[src/rtl/duc_ctrl_pkg.sv]
`default_nettype none
// ============================================================================
//  Package   : duc_ctrl_pkg
//  Contents  : State encoding, config register map and default drain length
//              shared by the DUC transmit controller.
//  Revision  : 1.0 - initial release
// ============================================================================
package duc_ctrl_pkg;

    typedef enum logic [1:0] {
        ST_IDLE  = 2'd0,
        ST_PRIME = 2'd1,
        ST_RUN   = 2'd2,
        ST_DRAIN = 2'd3
    } state_t;

    localparam logic [1:0] CFG_FREQ = 2'd0;
    localparam logic [1:0] CFG_RATE = 2'd1;
    localparam logic [1:0] CFG_UCLR = 2'd2;

    localparam int DRAIN_STROBES_DEFAULT = 8;

endpackage
`default_nettype wire

[src/rtl/duc_tx_ctrl.sv]
`default_nettype none
// ============================================================================
//  Module    : duc_tx_ctrl
//  Purpose   : Transmit DUC sequencer - config shadowing, start/stop with zero
//              flush, per-strobe sample feed from a show-ahead FIFO, underrun.
//  Revision  : 1.0 - initial release
// ============================================================================
module duc_tx_ctrl
    import duc_ctrl_pkg::*;
#(
    parameter int IW            = 16,
    parameter int DRAIN_STROBES = DRAIN_STROBES_DEFAULT,
    parameter int UCNT_W        = 16
) (
    input  logic              clock,
    input  logic              reset,
    input  logic              cfg_wr,
    input  logic [1:0]        cfg_addr,
    input  logic [31:0]       cfg_data,
    input  logic              start,
    input  logic              stop,
    output logic              busy,
    input  logic              fifo_empty,
    input  logic [2*IW-1:0]   fifo_data,
    output logic              fifo_rd,
    input  logic              duc_strobe,
    output logic              duc_enable,
    output logic [3:0]        duc_rate1,
    output logic [3:0]        duc_rate2,
    output logic [31:0]       duc_freq,
    output logic [IW-1:0]     duc_i,
    output logic [IW-1:0]     duc_q,
    output logic              underrun,
    output logic [UCNT_W-1:0] underrun_cnt
);

    localparam int              DCW        = (DRAIN_STROBES > 1) ? $clog2(DRAIN_STROBES) : 1;
    localparam logic [DCW-1:0]  DRAIN_LAST = DCW'(DRAIN_STROBES - 1);
    localparam logic [DCW-1:0]  DCNT_ONE   = {{(DCW-1){1'b0}}, 1'b1};
    localparam logic [UCNT_W-1:0] UCNT_MAX = '1;
    localparam logic [UCNT_W-1:0] UCNT_ONE = {{(UCNT_W-1){1'b0}}, 1'b1};

    state_t             r_state;
    state_t             w_state_nxt;

    logic [31:0]        r_sh_freq;
    logic [3:0]         r_sh_rate1;
    logic [3:0]         r_sh_rate2;
    logic [31:0]        r_freq;
    logic [3:0]         r_rate1;
    logic [3:0]         r_rate2;
    logic [IW-1:0]      r_i;
    logic [IW-1:0]      r_q;
    logic [DCW-1:0]     r_drain_cnt;
    logic               r_underrun;
    logic [UCNT_W-1:0]  r_ucnt;

    logic               w_fifo_rd;
    logic               w_load_fifo;
    logic               w_load_zero;
    logic               w_underrun_evt;
    logic               w_ucnt_clr;
    logic               w_active;

    assign w_active   = (r_state == ST_RUN) || (r_state == ST_DRAIN);
    assign w_ucnt_clr = cfg_wr && (cfg_addr == CFG_UCLR);

    always_ff @(posedge clock or posedge reset) begin
        if (reset) begin
            r_state <= ST_IDLE;
        end else begin
            r_state <= w_state_nxt;
        end
    end

    always_comb begin
        w_state_nxt    = r_state;
        w_fifo_rd      = 1'b0;
        w_load_fifo    = 1'b0;
        w_load_zero    = 1'b0;
        w_underrun_evt = 1'b0;
        case (r_state)
            ST_IDLE: begin
                w_load_zero = 1'b1;
                if (start && !stop) begin
                    w_state_nxt = ST_PRIME;
                end
            end
            ST_PRIME: begin
                // Stop wins over a pending pop so the FIFO head is left untouched.
                if (stop) begin
                    w_state_nxt = ST_IDLE;
                end else if (!fifo_empty) begin
                    w_fifo_rd   = 1'b1;
                    w_load_fifo = 1'b1;
                    w_state_nxt = ST_RUN;
                end
            end
            ST_RUN: begin
                if (duc_strobe) begin
                    if (!fifo_empty) begin
                        w_fifo_rd   = 1'b1;
                        w_load_fifo = 1'b1;
                    end else begin
                        w_load_zero    = 1'b1;
                        w_underrun_evt = 1'b1;
                    end
                end
                if (stop) begin
                    w_state_nxt = ST_DRAIN;
                end
            end
            ST_DRAIN: begin
                w_load_zero = 1'b1;
                if (duc_strobe && (r_drain_cnt == DRAIN_LAST)) begin
                    w_state_nxt = ST_IDLE;
                end
            end
            default: begin
                w_state_nxt = ST_IDLE;
            end
        endcase
    end

    // Shadow registers take every write; active copies below read the pre-write value.
    always_ff @(posedge clock or posedge reset) begin
        if (reset) begin
            r_sh_freq  <= '0;
            r_sh_rate1 <= '0;
            r_sh_rate2 <= '0;
        end else if (cfg_wr) begin
            if (cfg_addr == CFG_FREQ) begin
                r_sh_freq <= cfg_data;
            end
            if (cfg_addr == CFG_RATE) begin
                r_sh_rate1 <= cfg_data[3:0];
                r_sh_rate2 <= cfg_data[7:4];
            end
        end
    end

    always_ff @(posedge clock or posedge reset) begin
        if (reset) begin
            r_freq  <= '0;
            r_rate1 <= '0;
            r_rate2 <= '0;
        end else if (r_state == ST_IDLE) begin
            r_freq  <= r_sh_freq;
            r_rate1 <= r_sh_rate1;
            r_rate2 <= r_sh_rate2;
        end else if (w_active && duc_strobe) begin
            // Frequency retunes only on a sample boundary so the NCO step is clean.
            r_freq <= r_sh_freq;
        end
    end

    always_ff @(posedge clock or posedge reset) begin
        if (reset) begin
            r_i <= '0;
            r_q <= '0;
        end else if (w_load_fifo) begin
            r_i <= fifo_data[2*IW-1:IW];
            r_q <= fifo_data[IW-1:0];
        end else if (w_load_zero) begin
            r_i <= '0;
            r_q <= '0;
        end
    end

    always_ff @(posedge clock or posedge reset) begin
        if (reset) begin
            r_drain_cnt <= '0;
        end else if (r_state != ST_DRAIN) begin
            r_drain_cnt <= '0;
        end else if (duc_strobe) begin
            r_drain_cnt <= r_drain_cnt + DCNT_ONE;
        end
    end

    // A new underrun in the clear cycle still registers, counting from zero.
    always_ff @(posedge clock or posedge reset) begin
        if (reset) begin
            r_underrun <= 1'b0;
            r_ucnt     <= '0;
        end else if (w_underrun_evt) begin
            r_underrun <= 1'b1;
            if (w_ucnt_clr) begin
                r_ucnt <= UCNT_ONE;
            end else if (r_ucnt != UCNT_MAX) begin
                r_ucnt <= r_ucnt + UCNT_ONE;
            end
        end else if (w_ucnt_clr) begin
            r_underrun <= 1'b0;
            r_ucnt     <= '0;
        end
    end

    assign busy         = (r_state != ST_IDLE);
    assign duc_enable   = w_active;
    assign fifo_rd      = w_fifo_rd;
    assign duc_rate1    = r_rate1;
    assign duc_rate2    = r_rate2;
    assign duc_freq     = r_freq;
    assign duc_i        = r_i;
    assign duc_q        = r_q;
    assign underrun     = r_underrun;
    assign underrun_cnt = r_ucnt;

endmodule
`default_nettype wire

[config.mk]
export PLATFORM = sky130hd
export DESIGN_NAME = duc_tx_ctrl
export DESIGN_NICKNAME = d
export VERILOG_FILES = /design/src/rtl/duc_ctrl_pkg.sv /design/src/rtl/duc_tx_ctrl.sv
export SDC_FILE = /design/constraint.sdc
export NUM_CORES = 1
export LEC_CHECK = 0
export ABC_CLOCK_PERIOD_IN_PS = 5800
export BUFFER_PORTS_ARGS = -buffer_cell sky130_fd_sc_hd__clkbuf_2
export CELL_PAD_IN_SITES_DETAIL_PLACEMENT = 2
export CELL_PAD_IN_SITES_GLOBAL_PLACEMENT = 2
export CORE_ASPECT_RATIO = 1.1
export CORE_UTILIZATION = 30
export DETAILED_ROUTE_END_ITERATION = 12
export PLACE_DENSITY = 0.75
export SLEW_MARGIN = 20
export SYNTH_ARGS = -nofsm -noshare
export SYNTH_HDL_FRONTEND = slang
export SYNTH_SLANG_ARGS = --single-unit
export TNS_END_PERCENT = 20
[constraint.sdc]
create_clock -name clock -period 5.8 [get_ports clock]
set_clock_uncertainty 0.05 [all_clocks]
set_input_delay 0.87 -clock clock [delete_from_list [all_inputs] [get_ports clock]]
set_output_delay 0.87 -clock clock [all_outputs]
set_load 0.02 [all_outputs]
# After elaboration in Yosys (flattened, before gate mapping)
# Index checks and enable logic that the tools add are counted.
# W data, S select, Z words.
[word_totals]
reg_bits = 134
romBits = 0
memories = 0
ram_bits = 0
latch_bits = 0
out_inout_bits = 92
wordCells = 72
[op_classes]
div_mod_pow = 0
n_lt_le_gt_ge = 0
add_sub_neg = 2
muxes = 27
shifts = 0
multipliers = 0
bitwise_logic = 0
eq_ne = 12
reduce_logical = 19
[ops]
columns = ["operator", "count"]
rows = [
  ["$mux W16", 7],
  ["$mux W32", 2],
  ["$add A16 B1 Y16 const B", 1],
  ["$ne A16 B16 Y1 const B", 1],
  ["$reduce_bool A2 Y1", 6],
  ["$mux W2", 5],
  ["$mux W1", 8],
  ["$pmux W2 S4", 1],
  ["$eq A2 B2 Y1 const B", 3],
  ["$mux W3", 2],
  ["$ne A2 B2 Y1 const B", 3],
  ["$reduce_and A2 Y1", 3],
  ["$eq A2 B1 Y1 const B", 2],
  ["$logic_and A1 B1 Y1", 4],
  ["$logic_not A2 Y1", 2],
  ["$pmux W1 S2", 2],
  ["$reduce_and A4 Y1", 1],
  ["$add A3 B1 Y3 const B", 1],
  ["$eq A3 B3 Y1 const B", 1],
  ["$ne A3 B3 Y1 const B", 1],
  ["$ne A2 B1 Y1 const B", 1],
  ["$reduce_or A2 Y1", 1],
  ["$logic_not A1 Y1", 1],
  ["$logic_or A1 B1 Y1", 1],
]

# Depth between registers and ports, before layout
# Gate-level depths: netlist of the first run.
[logic_depth]
ltp_word = 5
depth_mapped = 8
ltp_nobuf = 6

# Least setup slack after synthesis of the first run
# OpenSTA, ideal clock, no wires.
[synth_timing]
path_type = "input-to-output"
start = "input duc_strobe"
end = "output fifo_rd"
path_buffers = 2
arrival_time_ns = 1.840
path_slack_ns = 3.040
path_stages = 4
path_cell_list = "buf_2 nand2_1 a21oi_1 clkbuf_1"
[synth_between]
elab_chain_cells = 2
[synth_rtl]
columns = ["item", "line", "source"]
rows = [
  ["from (decl)", "duc_tx_ctrl.sv:26", "input logic duc_strobe,"],
  ["$mux W1", "duc_tx_ctrl.sv:100", "if (duc_strobe) begin"],
  ["$pmux W1 S2", "duc_tx_ctrl.sv:82", "case (r_state)"],
  ["to (decl)", "duc_tx_ctrl.sv:25", "output logic fifo_rd,"],
]
# Every way passes these cells.

# Worst setup path in the final report of the first run
[layout_timing]
start = "register r_state[0]"
end = "output fifo_rd"
[layout_between]
elab_chain_cells = 2
[layout_rtl]
columns = ["item", "line", "source"]
rows = [
  ["from (decl)", "duc_tx_ctrl.sv:43", "state_t r_state;"],
  ["from (signal assigned)", "duc_tx_ctrl.sv:72", "r_state <= w_state_nxt;"],
  ["$eq A2 B2 Y1 / $eq A2 B1 Y1 (equally long branches)", "duc_tx_ctrl.sv:82", ""],
  ["$pmux W1 S2 (*)", "duc_tx_ctrl.sv:82", ""],
]
# Mark *: on every way between the ends. The rest lies on a longest branch, timed or not.

==> flow_summary.ini, run 1 <==
[run_status]
result_of_the_run = complete, no violations

[setup_path]
timing.rr.start = underrun_cnt[0]
critical_path.startpoint_type = flip-flop
critPathArrivalTime_ps = 2260
crit_fanout = 34
crit_type = reg -> out
crit_path_end_kind = output pin
critical_path_required_ps = 4880
crit_start = r_state[0]

[floorplan]
die_w_um = 130.1
number_of_primary_i_o_pins = 165
row_count = 51
chipHeight_um = 142.9
placeable_area_um2 = 17680
initial_utilization = 0.3062
design.die.area_um2 = 18580

[yosys]
synth_simple_gate_area_frac = 0.07166
asyncSetResetFlopFracSynth = 1.000
yosys_most_used_dff = sky130_fd_sc_hd__dfrtp_1
netlist-cell-type-count = 46
yosysWarningCount = 0
yosys_reg_bits = 134
synth-edff-count = 0
netlist_area_um2 = 5413
post_synth_inst_count = 383
synth_seq_area_share = 0.6195
syn_avg_cell_area_um2 = 14.13
synth_top_family_by_area = multiplexers
synth-compound-area-share = 0.09038
yosys.area_share.adder = 0.01849
postSynthNetCount = 464
synthXorXnorAreaFrac = 0.001618
synth_mux_area_frac = 0.1794

[global_route]
grt_first_pass_wirelength_mm = 23.31
number_of_antenna_violations_at_the_first_check_in_global_routing = 0
global_route_congestion_overflow_total = 0
first_global_vias = 4403
groute.usage.overall = 0.1679
grt_start_max_net_pins = 89

[detailed_routing]
ant_nets = 0
detailed_route_wire_length_mm = 14.93
drt-pass1-iter-count = 4
detail_route.drc_violations = 0
num_vias = 3918
drtIter0Drc = 68
detail_route.wl_per_cell_um = 18.56
post_drt_via_cell_ratio = 4.873

[clock_tree]
tritoncts_clock_tree = yes
worstSkewPairLatency_ps = 420
post_cts_sizing_count = 0
cts.root.buffer_cell = sky130_fd_sc_hd__clkbuf_16
ctsHoldBuffers = 0
clockBufferDepth = 2
cts.clk_slew.worst_paths_ps = 60
cts_post_setup_buffers_inserted = 0
htreeDepth = 4
clkSinkCount = 134
cts_inserted_buffers = 17

[final_layout]
flow.area_growth_from_synthesis_pct = 31.67
final_nets = 635
insertedDiodeCount = 0
utilization = 0.4032
final_design_area_no_fill_um2 = 7127
final_layout_size_suffix_gt1_frac = 0.5159
number_of_standard_cells_in_the_final_layout_excluding_fillers = 804
layout.filler_cells = 1841

[placement]
setup_slack_placement_ps = 2943
post_dp_cell_area_um2 = 6518
gp_congestion = 0.7557
place.detailed.instances = 773
io_buffer_count = 164
estimated_wirelength_of_the_detail_placed_design_mm = 10.25

[power]
p_leak_nw = 3.440
power.total_mw = 4.004
ir_drop_v = 0.0002202
p_per_area_nw_per_um2 = 561.8

[min_path]
startpoint_of_the_most_critical_hold_path = underrun
path_type_of_the_worst_min_delay_path = reg -> reg

[timing]
timing_worst_slew_pin_value_ps = 887.0
final.hold.worst_slack_ps = 431.6
fmaxAchievable_mhz = 314.7
timing.slew.headroom = 0.4022
grt_setup_unrepaired = false
slew_viol_final = 0
hold_viol = 0
setup_viol = 0
timing.final.crit_share = 0.5479
post-route-min-period_ps = 3178
finalSetupTns_ps = 0
setup_ws_post_layout_ps = 2622

[job]
timing.max_cap.violations = 0
-- critical path, cell delays in order (launching register included) --
cell and delay [ps]:
sky130_fd_sc_hd__dfrtp_1 470, sky130_fd_sc_hd__inv_1 180, sky130_fd_sc_hd__ha_1 320, sky130_fd_sc_hd__nand2_1 110
sky130_fd_sc_hd__a21oi_2 130, sky130_fd_sc_hd__buf_4 370, sky130_fd_sc_hd__clkbuf_2 240
-- cell usage in the layout (no fill, tap or decap), drive strengths merged, types with 2 or more instances in the layout --
cell type / count
a21oi: 11
a22o: 32
a31o: 2
a31oi: 2
and2: 2
and4: 2
buf: 5
bufinv: 3
clkbuf: 187
clkinv: 4
dfrtp: 134
ha: 8
inv: 5
mux2: 80
mux2i: 7
nand2: 18
nand2b: 7
nand3: 7
nand3b: 2
nand4: 3
nor2: 5
nor2b: 2
nor3: 2
nor4: 3
o211ai: 2
o21ai: 7
o31ai: 2
o41ai: 2
or2: 3
or3: 4
or4: 5
-- final timing paths --
| check | end | slack (ps) | cells past startpoint |
|---|---|---|---|
| max | fifo_rd | 2620 | 6 |
| min | underrun | 430 | 2 |
| max reg2reg | underrun_cnt[0] | 3170 | 6 |
| min reg2reg | underrun | 430 | 2 |
| max in group asynchronous | duc_q[6] | 3980 | 3 |
| min in group asynchronous | duc_q[14] | 540 | 2 |
-- report_power, final --
part	switching [mW]	internal, mW
Combinational	0.863	0.580
Sequential	0.195	1.25
Clock	0.395	0.718
-- state kept, by name (all words and copies together), names as in the netlist, named ones only --
register and count:
r_drain_cnt 3, underrun_cnt 16, r_sh_rate1 4, duc_freq 32
underrun 1, r_sh_rate2 4, duc_rate2 4, r_state 1
duc_i 16, duc_q 16, duc_rate1 4, r_sh_freq 32
-- routing by layer --
layer / vias to the layer above / global-route usage / part of all wire
met3: 22 / 0.04608 / 0.049
met4: 0 / 0.06977 / 0.016
met2: 104 / 0.3040 / 0.54
li1: 1748 / - / -
met5: - / 0 / 0
met1: 2044 / 0.1821 / 0.39
-- synth_stat cells (2+ instances only) --
library cell | number | area [um2]
sky130_fd_sc_hd__nand3_2 | 2 | 20.02
sky130_fd_sc_hd__a22o_1 | 32 | 280.3
sky130_fd_sc_hd__a21oi_1 | 11 | 55.05
sky130_fd_sc_hd__mux2i_1 | 7 | 70.07
sky130_fd_sc_hd__nand3b_1 | 2 | 15.01
sky130_fd_sc_hd__or3_1 | 3 | 18.77
sky130_fd_sc_hd__buf_2 | 7 | 35.03
sky130_fd_sc_hd__inv_1 | 5 | 18.77
sky130_fd_sc_hd__o31ai_1 | 2 | 15.01
sky130_fd_sc_hd__nand2_1 | 18 | 67.56
sky130_fd_sc_hd__o21ai_0 | 6 | 30.03
sky130_fd_sc_hd__or2_2 | 2 | 12.51
sky130_fd_sc_hd__ha_1 | 8 | 100.1
sky130_fd_sc_hd__mux2_2 | 80 | 900.9
sky130_fd_sc_hd__nor2_1 | 5 | 18.77
sky130_fd_sc_hd__nand2b_1 | 7 | 43.79
sky130_fd_sc_hd__clkbuf_1 | 8 | 30.03
sky130_fd_sc_hd__nor4_1 | 3 | 18.77
sky130_fd_sc_hd__nor3_1 | 2 | 10.01
sky130_fd_sc_hd__nand4_1 | 2 | 12.51
sky130_fd_sc_hd__dfrtp_1 | 134 | 3353
sky130_fd_sc_hd__and2_1 | 2 | 12.51
sky130_fd_sc_hd__or4_1 | 5 | 37.54
sky130_fd_sc_hd__nor2b_1 | 2 | 12.51
sky130_fd_sc_hd__a31oi_1 | 2 | 12.51
sky130_fd_sc_hd__o211ai_1 | 2 | 15.01
sky130_fd_sc_hd__nand3_1 | 5 | 25.02
-- final cells by class --
type / count / area (um2) / area share
well taps: 238 / 297.8 / 0.04178
clock buffers: 23 / 488.0 / 0.06847
repair buffers: 169 / 858.3 / 0.1204
multi-input cells: 227 / 1984 / 0.2784
flip-flops and latches: 134 / 3353 / 0.4705
inverters: 5 / 23.77 / 0.003336
clock inverters: 8 / 121.4 / 0.01703
-- kinds of logic after synthesis --
logic type,after synthesis
flip-flops,134
AND/OR/NAND/NOR,67
buffers and inverters,22
AO/OA/AOI/OAI,64
XOR/XNOR,1
multiplexers,87
adder cells (fa/ha/maj),8
Note: power is estimated with default switching activity, not from simulation.
==> run 2: changes to the inputs <==
ABC_AREA = 1   (was not set)
ABC_CLOCK_PERIOD_IN_PS = 2900   (was 5800)
CORE_UTILIZATION = 27   (was 30)
PLACE_DENSITY = 0.78   (was 0.75)
clock period = 2.9 ns   (was 5.8 ns; I/O delays follow)
==> run 2 against run 1 <==
  * First-iteration DRC count rose by 100%
  * Non-clock buffer count rose by 4
  * Clock power rose by 93%
  * Combinational power rose by 74%
  * Power rose by 85%
  * Worst hold slack got worse by 280 ps
  * Core utilization fell by 4.3 points
  * Largest cell class unchanged
  * Routed wire length rose by 11%
  * Synthesized area rose by 5.0%
==> flow_summary.ini, run 2 <==
[final_layout]
final_nets = 891
final_common_cell = sky130_fd_sc_hd__clkbuf_2
number_of_standard_cells_in_the_final_layout_excluding_fillers = 1079
layout.filler_cells = 2342
utilization = 0.3600
commonest_non_fill_non_tap_cells_in_the_layout = sky130_fd_sc_hd__clkbuf_2, sky130_fd_sc_hd__nand2_1, sky130_fd_sc_hd__dfrtp_1, sky130_fd_sc_hd__inv_1, sky130_fd_sc_hd__o21ai_0
flow.area_growth_from_synthesis_pct = 30.39
final_layout_size_suffix_gt1_frac = 0.2783
insertedDiodeCount = 0

[timing]
slew_viol_final = 0
timing.slew.headroom = 0.4927
post-route-min-period_ps = 2478
grt_setup_unrepaired = false
fmaxAchievable_mhz = 403.5
timing.final.crit_share = 0.8546
timing_worst_slew_pin_value_ps = 758.1
setup_viol = 0
finalSetupTns_ps = 0
hold_viol = 0

[yosys]
netlist-cell-type-count = 29
yosys_most_used_dff = sky130_fd_sc_hd__dfrtp_1
post_synth_inst_count = 641
syn_avg_cell_area_um2 = 8.864
yosysWarningCount = 0
yosys.cell_count.top_type = sky130_fd_sc_hd__nand2_1
asyncSetResetFlopFracSynth = 1.000
netlist_top_cells_count = sky130_fd_sc_hd__nand2_1, sky130_fd_sc_hd__dfrtp_1, sky130_fd_sc_hd__inv_1
yosys_reg_bits = 134
postSynthNetCount = 722
synth.top_cells.by_area = sky130_fd_sc_hd__dfrtp_1, sky130_fd_sc_hd__nand2_1, sky130_fd_sc_hd__o21ai_0, sky130_fd_sc_hd__inv_1, sky130_fd_sc_hd__nor2_1
synth_seq_area_share = 0.5902
synth-edff-count = 0
yosysTopAreaCellShare = 0.5902
area_leader_netlist = sky130_fd_sc_hd__dfrtp_1
netlist_area_um2 = 5682

[setup_path]
crit_type = reg -> out
critPathArrivalTime_ps = 1990
crit_path_end_kind = output pin
critical_path_required_ps = 2410
critical_path.startpoint_type = flip-flop
crit_fanout = 12

[global_route]
first_global_vias = 5403
grt_start_max_net_pins = 135
global_route_congestion_overflow_total = 0
number_of_antenna_violations_at_the_first_check_in_global_routing = 0
groute.usage.overall = 0.1630
grt_first_pass_wirelength_mm = 27.56

[clock_tree]
cts.clk_slew.worst_paths_ps = 60
clkSinkCount = 134
ctsHoldBuffers = 0
cts_post_setup_buffers_inserted = 0
cts_inserted_buffers = 17
cts.root.buffer_cell = sky130_fd_sc_hd__clkbuf_16
htreeDepth = 4
clockBufferDepth = 2
worstSkewPairLatency_ps = 410
tritoncts_clock_tree = yes
post_cts_sizing_count = 0

[floorplan]
row_count = 55
chipHeight_um = 154.1
design.die.area_um2 = 21630
placeable_area_um2 = 20580
initial_utilization = 0.2761
die_w_um = 140.3
number_of_primary_i_o_pins = 165

[placement]
place.detailed.instances = 1047
io_buffer_count = 164
gp_congestion = 0.7534
estimated_wirelength_of_the_detail_placed_design_mm = 11.90

[job]
timing.max_cap.violations = 0

[power]
p_per_area_nw_per_um2 = 998.2
p_leak_nw = 3.830
ir_drop_v = 0.0003934

[detailed_routing]
num_vias = 4861
detail_route.wl_per_cell_um = 15.34
post_drt_via_cell_ratio = 4.505
drt-pass1-iter-count = 4
drtIter0Drc = 137
detail_route.drc_violations = 0
ant_nets = 0
detailed_route_wire_length_mm = 16.55

[min_path]
path_type_of_the_worst_min_delay_path = in -> async

[run_status]
result_of_the_run = complete, no violations
## run 2: cell types whose count changed in the layout (fill, tap and decap cells not counted), moves of 10 or more
cell and delta:
sky130_fd_sc_hd__nand2_1 +143, sky130_fd_sc_hd__inv_1 +92, sky130_fd_sc_hd__mux2_2 -72, sky130_fd_sc_hd__o21ai_0 +72, sky130_fd_sc_hd__nor2_1 +36, sky130_fd_sc_hd__a22o_1 -32, sky130_fd_sc_hd__nand3_1 +19, sky130_fd_sc_hd__a21oi_1 +14
sky130_fd_sc_hd__o21ai_1 +10
## run 2: area by class of cell
type	count	area (um2)	share of cell area
multi-input cells	383	1857	0.2506
clock buffers	20	466.7	0.06300
repair buffers	173	913.4	0.1233
inverters	101	382.9	0.05168
clock inverters	12	115.1	0.01554
well taps	256	320.3	0.04324
flip-flops and latches	134	3353	0.4526
## run 2: through the flow
stage / hold slack (ps) / setup WS [ps] / total power [mW] / cell area [um2]
floorplan: 396.3 / 749.8 / 4.333 / 5685
global placement: 406.4 / 891.6 / 5.248 / 6827
detailed placement: 415.8 / 838.6 / 5.365 / 6827
CTS: 163.6 / 380.5 / 7.566 / 7408
global route: 179.5 / 264.0 / 7.931 / 7408
finish: 155.1 / 421.8 / 7.395 / 7408
## run 2: worst max-delay path, stage by stage, from the launching register on
cell	delay (ps)
sky130_fd_sc_hd__dfrtp_1	420
sky130_fd_sc_hd__inv_1	130
sky130_fd_sc_hd__ha_1	260
sky130_fd_sc_hd__inv_1	80
sky130_fd_sc_hd__o21ai_1	120
sky130_fd_sc_hd__nand3_1	140
sky130_fd_sc_hd__inv_2	210
sky130_fd_sc_hd__clkbuf_2	210
## run 2: final timing paths
path,startpoint,to,slack (ps),depth (start not counted)
setup / recovery,r_state[0],fifo_rd,420,7
hold / removal,reset,duc_freq[0],160,3
setup reg to reg,r_state[0],duc_i[12],910,9
hold reg to reg,duc_rate1[0],duc_rate1[0],420,2
max in group asynchronous,reset,duc_q[7],2080,3
min in group clock,fifo_data[10],duc_q[10],180,3
## run 2: cell families after synthesis
kind of cell             count (synthesis)  share of synthesized area
AND/OR/NAND/NOR                        247                     0.1804
multiplexers                             8                    0.01586
buffers and inverters                  124                    0.08588
XOR/XNOR                                 2                   0.003084
flip-flops                             134                     0.5902
adder cells (fa/ha/maj)                  8                    0.01762
AO/OA/AOI/OAI                          118                     0.1070
## run 2: power by group
part / total (mW) / switching [mW] / internal (mW)
Combinational: 2.50 / 1.71 / 0.789
Sequential: 2.75 / 0.317 / 2.44
Clock: 2.14 / 0.877 / 1.26
Total: 7.39 / 2.91 / 4.49
## run 2: layer usage
metal	GRT usage	routed length, um	up-vias
met5	0	0	-
li1	-	-	2340
met3	0.05481	959	16
met2	0.2764	8128	115
met4	0.05076	242	0
met1	0.1940	7222	2390
==> run 3: changes to the inputs <==
PLACE_DENSITY = not set   (was 0.78)
PLACE_DENSITY_LB_ADDON = 0.1   (was not set)
==> run 3 against run 2 <==
  * Register-to-register slack worse by 90 ps
  * Global-route usage increased by 0.54 points
  * Critical path depth shrank 3
  * Design area down 0.47%
  * Die area is the same
  * Worst hold slack got worse by 95 ps
  * Routed wire length rose by 2.7%
  * Clock-buffer cell count decreased by 1
==> flow_summary.ini, run 3 (same netlist as run 2, synthesis figures left out) <==
[setup_path]
critical_path_required_ps = 2410
crit_fanout = 10
rr_endpoint = duc_i[10]
reg2reg_depth = 8
ff2ff_setup_slack_ps = 820
crit_path_end_kind = output pin
timing.rr.start = r_state[0]
crit_type = reg -> out
crit_chain = inv_1, ha_1, clkinv_1, clkbuf_2
critical_path.slowest_cell = sky130_fd_sc_hd__dfrtp_1
slowest_delay_ps = 410
critical_path.startpoint_type = flip-flop
critPathArrivalTime_ps = 1970

[detailed_routing]
ant_nets = 0
num_vias = 4911
detailed_route_wire_length_mm = 17.00
drt-pass1-iter-count = 4
drtIter0Drc = 107
post_drt_via_cell_ratio = 4.556
detail_route.drc_violations = 0
detail_route.wl_per_cell_um = 15.77

[timing]
setup_viol = 0
hold_viol = 0
grt_setup_unrepaired = false
setup_ws_post_layout_ps = 444.8
timing.slew.headroom = 0.5286
slew_viol_final = 0
final.hold.worst_slack_ps = 59.76
timing_worst_slew_pin_value_ps = 705.6
post-route-min-period_ps = 2455
fmaxAchievable_mhz = 407.3
finalSetupTns_ps = 0
timing.final.crit_share = 0.8466

[clock_tree]
clkSinkCount = 134
ctsHoldBuffers = 0
htreeDepth = 4
tritoncts_clock_tree = yes
cts.clk_slew.worst_paths_ps = 60
clockBufferDepth = 2
cts_post_setup_buffers_inserted = 0
cts_inserted_buffers = 17
cts.root.buffer_cell = sky130_fd_sc_hd__clkbuf_16
worstSkewPairLatency_ps = 420
post_cts_sizing_count = 0

[final_layout]
seq_area_um2 = 3353
commonest_non_fill_non_tap_cells_in_the_layout = sky130_fd_sc_hd__clkbuf_2, sky130_fd_sc_hd__nand2_1, sky130_fd_sc_hd__dfrtp_1, sky130_fd_sc_hd__inv_1, sky130_fd_sc_hd__o21ai_0
insertedDiodeCount = 0
flow.area_growth_from_synthesis_pct = 29.77
final_nets = 891
final_layout_size_suffix_gt1_frac = 0.2774
layout.filler_cells = 2354
final_common_cell = sky130_fd_sc_hd__clkbuf_2
number_of_standard_cells_in_the_final_layout_excluding_fillers = 1078
total_area_of_multi_input_combinational_cells_um2 = 1857
utilization = 0.3583

[floorplan]
chipHeight_um = 154.1
row_count = 55
initial_utilization = 0.2761
die_w_um = 140.3
number_of_primary_i_o_pins = 165
design.die.area_um2 = 21630
placeable_area_um2 = 20580

[placement]
estimated_wirelength_of_the_detail_placed_design_mm = 12.49
gp_congestion = 0.7630
place.detailed.instances = 1047
setup_slack_placement_ps = 798.4
io_buffer_count = 164

[global_route]
global_route_congestion_overflow_total = 0
first_global_vias = 5563
groute.usage.overall = 0.1684
number_of_antenna_violations_at_the_first_check_in_global_routing = 1
grt_start_max_net_pins = 65
grt_first_pass_wirelength_mm = 28.37

[power]
ir_drop_v = 0.0003834
p_per_area_nw_per_um2 = 991.1
p_leak_nw = 3.810

[min_path]
path_type_of_the_worst_min_delay_path = in -> async

[job]
timing.max_cap.violations = 0

[run_status]
result_of_the_run = complete, no violations
[run 3: changes by cell type in the layout (fill, tap and decap cells not counted)]
cell                        previous run  this run
sky130_fd_sc_hd__bufinv_16             1         0
sky130_fd_sc_hd__clkbuf_8              3         2
sky130_fd_sc_hd__clkinv_4              0         3
sky130_fd_sc_hd__inv_6                 6         4
[run 3: area by class of cell]
type,instances,share of cell area
clock buffers,19,0.06143
clock inverters,12,0.01273
inverters,101,0.05193
multi-input cells,383,0.2518
flip-flops and latches,134,0.4548
well taps,256,0.04344
repair buffers,173,0.1239
[run 3: per-stage QoR]
step           power, mW  instance area, um2
2_1_floorplan      4.333                5685
3_3_place_gp       5.250                6827
3_5_place_dp       5.393                6827
4_1_cts            7.483                7373
5_1_grt            7.832                7373
6_report           7.308                7373
[run 3: worst max-delay path by stage]
stage | from | endpoint | slack (ps) | depth (start not counted)
CTS | flip-flop | busy | 400 | 4
global placement | cfg_addr[0] | underrun_cnt[13] | 900 | 9
floorplan | reset | asynchronous set/reset pin | 750 | 1
global route | flip-flop | busy | 260 | 4
finish | flip-flop | busy | 440 | 4
detailed placement | r_state[0] | duc_i[10] | 800 | 8
[run 3: where the power goes]
group / internal (mW) / switching [mW] / total, mW
combinational: 0.803 / 1.72 / 2.53
clock: 1.14 / 0.879 / 2.02
sequential: 2.44 / 0.322 / 2.76
[run 3: critical path, delay by kind of cell, from the launching register on]
| family | cells | cell delay (ps) |
|---|---|---|
| buf+inv | 3 | 740 |
| fa+ha+maj | 1 | 400 |
| flops | 1 | 410 |
[run 3: layer usage]
metal | vias up | part of all wire | global-route usage | routed length, um
li1 | 2354 | - | - | -
met1 | 2412 | 0.43 | 0.1918 | 7292
met2 | 125 | 0.49 | 0.2962 | 8376
met3 | 20 | 0.061 | 0.04952 | 1037
met4 | 0 | 0.017 | 0.06384 | 288
met5 | - | 0 | 0 | 0
